[src/rtl/memoria_dados_param_if.sv]
// Bus interface of the nRISC parametrised data memory.
// The master drives address, write data and the three request strobes.
// The slave, which is the memory, returns the read data and the status strobes.
interface memoria_dados_param_if #(
    parameter int DATA_WIDTH = 8,
    parameter int ADDR_WIDTH = 8
);
    logic [ADDR_WIDTH-1:0] Endereco;
    logic [DATA_WIDTH-1:0] DadoEscr;
    logic                  EscMem;
    logic                  LerMem;
    logic                  Limpar;
    logic [DATA_WIDTH-1:0] DadoLido;
    logic                  DadoValido;
    logic                  Ocupado;
    logic                  ErroEnd;

    modport master (
        output Endereco, DadoEscr, EscMem, LerMem, Limpar,
        input  DadoLido, DadoValido, Ocupado, ErroEnd
    );

    modport slave (
        input  Endereco, DadoEscr, EscMem, LerMem, Limpar,
        output DadoLido, DadoValido, Ocupado, ErroEnd
    );
endinterface

[src/rtl/memoria_dados_param.sv]
// Parametrised data memory for the nRISC datapath.
// - Registered read with a one-cycle DadoValido strobe.
// - ErroEnd strobe when an accepted access has an address at or beyond DEPTH.
// - Sequential clear sweep, one word per cycle, while Ocupado is high.
//   The sweep runs after reset and whenever Limpar is requested.
// Optional build macro: MEM_DADOS_BYPASS_EN.
// - Defined: write-first. A same-cycle read of the written word returns DadoEscr.
// - Undefined: read-first. The read returns the previous contents.
module memoria_dados_param #(
    parameter int DATA_WIDTH = 8,
    parameter int ADDR_WIDTH = 8,
    parameter int DEPTH      = 128
) (
    input logic                 clock,
    input logic                 reset,   // synchronous, active-low
    memoria_dados_param_if.slave bus
);

    localparam int                  CNT_W     = $clog2(DEPTH);
    localparam logic [CNT_W-1:0]    CNT_LAST  = CNT_W'(DEPTH - 1);
    localparam logic [ADDR_WIDTH:0] DEPTH_EXT = (ADDR_WIDTH + 1)'(DEPTH);

    typedef enum logic {
        LIMPA,   // clear sweep in progress
        PRONTO   // normal access
    } state_t;

    state_t                state_q;
    logic [CNT_W-1:0]      cnt_q;
    logic [DATA_WIDTH-1:0] dado_lido_q;
    logic                  dado_valido_q;
    logic                  erro_end_q;
    logic                  ocupado_q;

    // NOTE: the array has no reset branch. Its contents become defined through the
    // clear sweep, so it can map onto plain RAM with no reset network.
    logic [DATA_WIDTH-1:0] mem [DEPTH];

    logic                  in_range;
    logic [CNT_W-1:0]      idx;
    logic [DATA_WIDTH-1:0] rd_data_d;
    logic                  wr_en;
    logic                  clr_en;

    // Address decode, array write enables and read-data selection.
    always_comb begin
        // NOTE: every signal written here gets a default first.
        // Without that, a path that skips an assignment would infer a latch.
        in_range  = ({1'b0, bus.Endereco} < DEPTH_EXT);
        idx       = bus.Endereco[CNT_W-1:0];
        clr_en    = reset && (state_q == LIMPA);
        wr_en     = reset && (state_q == PRONTO) && !bus.Limpar && bus.EscMem && in_range;
        rd_data_d = '0;
        if (in_range) begin
`ifdef MEM_DADOS_BYPASS_EN
            rd_data_d = bus.EscMem ? bus.DadoEscr : mem[idx];
`else
            rd_data_d = mem[idx];
`endif
        end
    end

    // Array write port. The sweep and normal writes are mutually exclusive by state.
    always_ff @(posedge clock) begin
        if (clr_en) begin
            mem[cnt_q] <= '0;
        end else if (wr_en) begin
            mem[idx] <= bus.DadoEscr;
        end
    end

    // Control FSM with registered read data and status strobes.
    always_ff @(posedge clock) begin
        // NOTE: sequential state uses non-blocking assignments only.
        // Every register then samples the pre-edge values and no simulation race can occur.
        if (!reset) begin
            state_q       <= LIMPA;
            cnt_q         <= '0;
            dado_lido_q   <= '0;
            dado_valido_q <= 1'b0;
            erro_end_q    <= 1'b0;
            ocupado_q     <= 1'b1;
        end else begin
            case (state_q)
                LIMPA: begin
                    dado_valido_q <= 1'b0;
                    erro_end_q    <= 1'b0;
                    if (cnt_q == CNT_LAST) begin
                        state_q   <= PRONTO;
                        ocupado_q <= 1'b0;
                        cnt_q     <= '0;
                    end else begin
                        cnt_q <= cnt_q + 1'b1;
                    end
                end
                PRONTO: begin
                    if (bus.Limpar) begin
                        state_q       <= LIMPA;
                        cnt_q         <= '0;
                        ocupado_q     <= 1'b1;
                        dado_valido_q <= 1'b0;
                        erro_end_q    <= 1'b0;
                    end else begin
                        dado_valido_q <= bus.LerMem;
                        erro_end_q    <= (bus.EscMem || bus.LerMem) && !in_range;
                        if (bus.LerMem) begin
                            dado_lido_q <= rd_data_d;
                        end
                    end
                end
                default: begin
                    state_q   <= LIMPA;
                    cnt_q     <= '0;
                    ocupado_q <= 1'b1;
                end
            endcase
        end
    end

    assign bus.DadoLido   = dado_lido_q;
    assign bus.DadoValido = dado_valido_q;
    assign bus.ErroEnd    = erro_end_q;
    assign bus.Ocupado    = ocupado_q;

endmodule
[src/flat_wrapper.sv]
// flat-port wrapper written by rule: the top's interface ports become plain ports
module memoria_dados_param_flat 
#(
    parameter int DATA_WIDTH = 8,
    parameter int ADDR_WIDTH = 8,
    parameter int DEPTH      = 128
)
  (clock, reset, bus_Endereco, bus_DadoEscr, bus_EscMem, bus_LerMem, bus_Limpar, bus_DadoLido, bus_DadoValido, bus_Ocupado, bus_ErroEnd);
  memoria_dados_param_if #(.DATA_WIDTH(DATA_WIDTH), .ADDR_WIDTH(ADDR_WIDTH)) bus_i ();
  input logic clock;
  input logic reset;
  input wire logic [$bits(bus_i.Endereco)-1:0] bus_Endereco;
  input wire logic [$bits(bus_i.DadoEscr)-1:0] bus_DadoEscr;
  input wire logic [$bits(bus_i.EscMem)-1:0] bus_EscMem;
  input wire logic [$bits(bus_i.LerMem)-1:0] bus_LerMem;
  input wire logic [$bits(bus_i.Limpar)-1:0] bus_Limpar;
  output wire logic [$bits(bus_i.DadoLido)-1:0] bus_DadoLido;
  output wire logic [$bits(bus_i.DadoValido)-1:0] bus_DadoValido;
  output wire logic [$bits(bus_i.Ocupado)-1:0] bus_Ocupado;
  output wire logic [$bits(bus_i.ErroEnd)-1:0] bus_ErroEnd;
  assign bus_i.Endereco = bus_Endereco;
  assign bus_i.DadoEscr = bus_DadoEscr;
  assign bus_i.EscMem = bus_EscMem;
  assign bus_i.LerMem = bus_LerMem;
  assign bus_i.Limpar = bus_Limpar;
  assign bus_DadoLido = bus_i.DadoLido;
  assign bus_DadoValido = bus_i.DadoValido;
  assign bus_Ocupado = bus_i.Ocupado;
  assign bus_ErroEnd = bus_i.ErroEnd;
  memoria_dados_param #(.DATA_WIDTH(DATA_WIDTH), .ADDR_WIDTH(ADDR_WIDTH), .DEPTH(DEPTH)) u_core (.clock(clock), .reset(reset), .bus(bus_i));
endmodule
[config.mk]
export PLATFORM = sky130hd
export DESIGN_NAME = memoria_dados_param_flat
export DESIGN_NICKNAME = d
export VERILOG_FILES = /design/src/rtl/memoria_dados_param_if.sv /design/src/rtl/memoria_dados_param.sv /design/src/flat_wrapper.sv
export SDC_FILE = /design/constraint.sdc
export NUM_CORES = 1
export LEC_CHECK = 0
export ABC_AREA = 1
export BUFFER_PORTS_ARGS = -buffer_cell sky130_fd_sc_hd__buf_4
export CAP_MARGIN = 20
export CORE_MARGIN = 4
export CORE_UTILIZATION = 40
export DETAILED_ROUTE_END_ITERATION = 8
export GPL_ROUTABILITY_DRIVEN = 0
export SYNTH_ARGS = -nofsm -noshare
export SYNTH_HDL_FRONTEND = slang
export SYNTH_SLANG_ARGS = --single-unit
[constraint.sdc]
create_clock -name clock -period 7.23 [get_ports clock]
set_clock_uncertainty 0.05 [all_clocks]
set_input_delay 2.169 -clock clock [delete_from_list [all_inputs] [get_ports clock]]
set_output_delay 2.169 -clock clock [all_outputs]
set_load 0.005 [all_outputs]
==> run_results.csv, run 1 <==
group,metric,value,unit
yosys,synth_top_family_by_area,"simple AND/OR/NAND/NOR gates",
cts,cts-root-buf,"clkbuf_16",
global_routing,grt_pass1_wl,167,mm
cts,htreeDepth,3,
cts,numCtsBuffers,105,
cts,clk_transition_reported_paths,0.06,ns
yosys,avgSynthCellArea,11.6,um^2
placed_design,port_buffers,31,
outcome,status,"finished clean",
worst_setup_path,critical_path.max_fanout,22,
floorplan,ios,32,
yosys,syn_nets,3690,
floorplan,die_y,334,um
yosys,synthSimpleGateAreaFrac,23.6,%
yosys,ys.flop_type,"edfxtp_1",
worst_setup_path,path_class,"input port to flip-flop",
timing,hold_violations,0,
yosys,syn_area,42500,um^2
yosys,yosysWarningCount,0,
timing,rsz0062_at_grt,"no",
placed_design,hpwl,61.7,mm
yosys,yosysSeqAreaShare,73.3,%
worst_setup_path,cp.required,7.49,ns
timing,final-setup-viol-count,0,
yosys,ys_ff_latch,1043,
final_layout,drive_gt1_share,7.05,%
final_layout,fill_cells,9686,
cts,cts_buffer_depth,3,
global_routing,grt_overflow,0,
drt,wirelength,111,mm
drt,first_pass_iters,6,
floorplan,dieArea,111000,um^2
cts,cts_resized,0,
yosys,ys_types,30,
timing,slew_viol_final,0,
yosys,synth_compound_area_share,0.430,%
hold_path,hp-class,"flip-flop to flip-flop",
floorplan,die_w,334,um
power_and_ir_drop,vdd_drop_max,0.198,mV
cts,cts_tree,"done",
timing,tightestPinTransition,1.10,ns
worst_setup_path,crit_arrival,5.28,ns
power_and_ir_drop,cellPowerDensity,260,nW/um^2
drt,wl_per_cell,21.8,um
floorplan,core_area,105000,um^2
placed_design,place_ws,1.50,ns
timing,fin_crit,5.02,ns
final_layout,syn_to_final_growth,11.8,%
yosys,synthCells,3668,
timing,final.setup.worst_slack,2.21,ns
job,maxCapViolations,0,
floorplan,fp-row-count,119,
drt,vias_per_cell,5.41,
final_layout,nets,3635,
yosys,synthAdderAreaFrac,0.0295,%
cts,clk_latency,0.68,ns
power_and_ir_drop,power,12.3,mW
power_and_ir_drop,total_leakage_power,17.6,nW
yosys,synth_xor_area_share,0.0825,%
cts,cts.sinks,1043,
drt,drc,0,
cts,post_cts_buffers,0,
floorplan,start_util,40.3,%
drt,ant_nets,0,
final_layout,utilization,45.0,%
worst_setup_path,worstSetupStartpointType,"input port",
drt,dr_total_vias,27570,
yosys,ys_async_sr_fraction,0,%
yosys,synth_edf_count,1024,
timing,fmax,199,MHz
global_routing,grt_max_degree,192,
cts,ctsHoldBuffers,0,
drt,drt_iter0_drc,3010,
global_routing,grt_antenna_before_repair,1,
yosys,synthMuxAreaShare,0,%
global_routing,grt_pass1_vias,26139,
timing,tns,0,ns
timing,slew_headroom,26.7,%
timing,timing.final.crit_share,69.4,%
global_routing,track_usage,19.6,%
worst_setup_path,worst_setup_path_end_kind,"flip-flop",
-- worst paths after layout --
kind,cells past startpoint,to,from,slack (ns)
max,11,u_core.mem[57][0],bus_Limpar,2.21
min,2,u_core.bus.Ocupado,u_core.bus.Ocupado,0.44
max reg2reg,12,u_core.mem[57][0],u_core.state_q,3.38
min reg2reg,2,u_core.bus.Ocupado,u_core.bus.Ocupado,0.44
-- flip-flops by register name, summed over array words and instances, names as in the netlist --
name                   count
u_core.state_q             1
u_core.mem              1024
u_core.bus.DadoLido        8
u_core.cnt_q               7
u_core.bus.Ocupado         1
u_core.bus.DadoValido      1
u_core.bus.ErroEnd         1
-- stage by stage --
stage	cells	area [um^2]	hold slack, ns
after floorplan	3668	42500	0.401
after global placement	4891	44000	0.422
after detailed placement	4895	44100	0.434
after CTS	5092	47400	0.451
after global routing	5094	47400	0.482
final	5097	47500	0.437
-- worst max-delay path, stage by stage --
cell and delay, ns:
buf_4 0.13, nor2_4 0.15, nand2_4 0.10, nor3_4 0.14, inv_2 0.30, o21ai_2 0.34, inv_1 0.13, nor3_1 0.23
nand2_1 0.57, buf_8 0.38, nor2_1 0.61
-- cell type report --
cell class                 count  area (um^2)  area share, %
timing repair buffer          72          797           1.68
tap                         1391         1740           3.67
antenna                        3         7.51         0.0158
clock inverter                61          498           1.05
sequential                  1043        31100           65.6
clock buffer                 136         2820           5.93
inverter                      40          168          0.353
multi-input combinational   2351        10300           21.7
-- power by group --
group | internal, mW | leakage, nW | switching (mW) | total [mW]
Sequential | 6.55 | 11.7 | 0.00438 | 6.55
Combinational | 0.140 | 4.23 | 0.420 | 0.561
Clock | 2.94 | 1.62 | 2.30 | 5.23
-- cells in the mapped netlist (2+ instances only) --
library cell	n	area [um^2]
nand2_2	6	37.5
buf_1	56	210
xor2_1	3	26.3
clkbuf_1	135	507
nor2_2	4	25.0
a21oi_1	10	50.1
o21ai_2	5	43.8
o22ai_1	3	18.8
nand3_1	957	4790
nor3_2	2	20.0
dfxtp_1	19	380
buf_6	2	22.5
buf_2	41	205
nor3_1	8	40.0
o21ai_4	2	32.5
clkinv_1	3	11.3
edfxtp_1	1024	30700
nor2_1	144	541
nand2_1	1192	4470
inv_1	30	113
nor2_4	4	45.0
inv_2	7	26.3
o21ai_0	4	20.0
-- kinds of logic (layout without fill, tap and decap cells) --
group                    after synthesis  in the layout
AND/OR/NAND/NOR                     2320           2320
buffers and inverters                274            309
AO/OA/AOI/OAI                         26             26
other                                  0              3
XOR/XNOR                               4              4
flip-flops                          1043           1043
adder cells (fa/ha/maj)                1              1
-- layer usage --
layer  wire (um)  track usage, %  part of all wire, %  up-vias
met1       48100            28.0                   43    13583
met2       51300            30.6                   46     1002
met4        2590            4.99                  2.3        0
li1            -               -                    -    12824
met5           0               0                    0        -
met3        9200            4.31                  8.3      161
-- placed cells by master (no fill, tap or decap), types with 3 or more instances in the layout --
master / count
diode_2: 3
edfxtp_1: 1024
buf_4: 52
clkbuf_16: 106
a21oi_1: 10
buf_16: 3
clkbuf_8: 6
inv_2: 7
buf_12: 14
nor2_4: 12
nor3_1: 8
o22ai_1: 3
nand3_1: 957
clkinv_2: 17
o21ai_2: 5
o21ai_0: 4
nor2_2: 4
dfxtp_1: 19
nor2_1: 136
inv_6: 4
clkinv_1: 30
nand2_1: 1192
xor2_1: 3
clkbuf_1: 25
nand2_2: 6
inv_1: 27
bufinv_16: 5
Power figures use the tool's default switching activity.
==> inputs of run 2 (changes only) <==
--- a/config.mk
+++ b/config.mk
@@ -5,7 +5,7 @@
 export SDC_FILE = /design/constraint.sdc
 export NUM_CORES = 1
 export LEC_CHECK = 0
-export ABC_AREA = 1
+export ABC_AREA = 0
 export BUFFER_PORTS_ARGS = -buffer_cell sky130_fd_sc_hd__buf_4
 export CAP_MARGIN = 20
 export CORE_MARGIN = 4
==> constraint.sdc (replaced) <==
create_clock -name clock -period 4.6 [get_ports clock]
set_clock_uncertainty 0.05 [all_clocks]
set_input_delay 1.38 -clock clock [delete_from_list [all_inputs] [get_ports clock]]
set_output_delay 1.38 -clock clock [all_outputs]
set_load 0.005 [all_outputs]
==> run_results.csv, run 2 <==
group,metric,value,unit
outcome,status,"finished clean",
yosys,avgSynthCellArea,19.6,um^2
placed_design,port_buffers,31,
cts,cts.sinks,1043,
drt,drc,0,
cts,ctsHoldBuffers,0,
timing,timing.final.crit_share,81.3,%
final_layout,stdcell_count,3816,
floorplan,ios,32,
floorplan,dieArea,108000,um^2
cts,htreeDepth,3,
timing,whs,0.521,ns
yosys,syn_area,41000,um^2
cts,clk_latency,0.66,ns
timing,hold_violations,0,
floorplan,core_area,102000,um^2
hold_path,hp-class,"flip-flop to flip-flop",
cts,cts_resized,0,
global_routing,grt_overflow,0,
drt,wl_per_cell,27.3,um
timing,rsz0062_at_grt,"no",
yosys,yosysSeqAreaShare,75.9,%
drt,drt_iter0_drc,2546,
worst_setup_path,path_class,"input port to flip-flop",
final_layout,layout_commonest_cell,"edfxtp_1",
final_layout,syn_to_final_growth,16.9,%
cts,numCtsBuffers,103,
timing,fmax,267,MHz
global_routing,grt_pass1_vias,21603,
worst_setup_path,critical_path.max_fanout,15,
drt,ant_nets,0,
yosys,synthMostInstantiatedCell,"edfxtp_1",
worst_setup_path,cp.required,4.82,ns
floorplan,fp-row-count,117,
yosys,ys_async_sr_fraction,0,%
final_layout,regMostFlops,"u_core.mem",
global_routing,busiest_layer,"met2",
timing,final-setup-viol-count,0,
yosys,synth_area_leaders,"edfxtp_1, mux4_2, mux2i_1, nor2_1, a22oi_1",
yosys,synth_edf_count,1024,
timing,tightestPinTransition,0.967,ns
yosys,synth.largest_area_cell,"edfxtp_1",
drt,first_pass_iters,8,
final_layout,largest_reg_flops,1024,
global_routing,grt_pass1_wl,150,mm
timing,tns,0,ns
worst_setup_path,crit_arrival,3.96,ns
global_routing,groute.layer.met2.usage,31.0,%
job,maxCapViolations,0,
final_layout,nets,2388,
power_and_ir_drop,cellPowerDensity,409,nW/um^2
yosys,synthCells,2095,
yosys,ys_ff_latch,1043,
placed_design,dp.cells,3628,
final_layout,mostFrequentLayoutCells,"edfxtp_1, buf_4, mux4_2",
yosys,ys_types,56,
worst_setup_path,worst_setup_path_end_kind,"flip-flop",
global_routing,track_usage,19.2,%
yosys,syn_nets,2117,
yosys,yosysWarningCount,0,
timing,fin_crit,3.74,ns
cts,cts_tree,"done",
power_and_ir_drop,total_leakage_power,16.2,nW
cts,cts-root-buf,"clkbuf_16",
yosys,ys.flop_type,"edfxtp_1",
floorplan,die_w,328,um
global_routing,met1_usage,26.6,%
yosys,synth_commonest_cells,"edfxtp_1, mux4_2, mux2i_1, nor2_1, nand2_1",
yosys,yosysTopAreaCellShare,75.0,%
placed_design,hpwl,67.4,mm
timing,slew_headroom,35.3,%
floorplan,die_y,328,um
global_routing,grt_antenna_before_repair,3,
drt,vias_per_cell,5.66,
final_layout,drive_gt1_share,27.2,%
cts,post_cts_buffers,0,
cts,clk_transition_reported_paths,0.06,ns
final_layout,utilization,47.1,%
worst_setup_path,worstSetupStartpointType,"input port",
drt,wirelength,104,mm
global_routing,grt_max_degree,129,
cts,cts_buffer_depth,3,
timing,slew_viol_final,0,
power_and_ir_drop,vdd_drop_max,0.337,mV
drt,dr_total_vias,21597,
global_routing,met3_usage,4.15,%
floorplan,start_util,40.3,%
==> run 2: cells by family after synthesis <==
family | synth area share (%)
buf+inv | 1.82
mux | 14.5
xor+xnor | 0.0427
flops | 75.9
fa+ha+maj | 0.0305
simple gates | 3.65
compound gates | 4.11
==> run 2: through the flow <==
stage,area (um^2),power [mW],setup WS (ns)
after CTS,47900,19.8,0.895
after floorplan,41000,10.9,0.197
after detailed placement,44500,11.2,0.186
final,48000,19.6,0.858
after global placement,44500,11.2,0.189
after global routing,48000,20.2,0.739
==> run 2: worst paths after layout <==
kind | depth (start not counted) | slack (ns) | to | startpoint
worst max-delay path | 8 | 0.86 | u_core.mem[104][4] | bus_Endereco[7]
worst min-delay path | 2 | 0.52 | u_core.cnt_q[4] | u_core.cnt_q[4]
worst max register to register | 6 | 1.38 | u_core.mem[104][4] | u_core.state_q
worst min register to register | 2 | 0.52 | u_core.cnt_q[4] | u_core.cnt_q[4]
==> run 2: final cells by class <==
cell class	count	area, um^2
Antenna cell	1	2.50
Clock buffer	119	2680
Clock inverter	67	800
Fill cell	8416	53800
Inverter	8	30.0
Multi-Input combinational cell	925	9180
Sequential cell	1043	31100
Tap cell	1368	1710
Timing Repair Buffer	285	2420
==> run 2: power by group <==
group	internal [mW]	switching, mW
combinational	0.275	0.426
clock	5.07	3.54
sequential	10.3	0.00860
==> run 2: worst max-delay path, stage by stage <==
cell and delay, ns:
buf_4 0.14, nor2_1 0.19, and4_1 0.36, mux2i_2 0.51
buf_4 0.30, nand3b_1 0.13, buf_4 0.19, nor2_1 0.75
==> run 2: metal layers <==
layer  up-vias  share of wire [%]
met5         -              0.011
met1     11250                 41
li1       9155                  -
met4         2                2.3
met3       167                9.2
met2      1023                 48
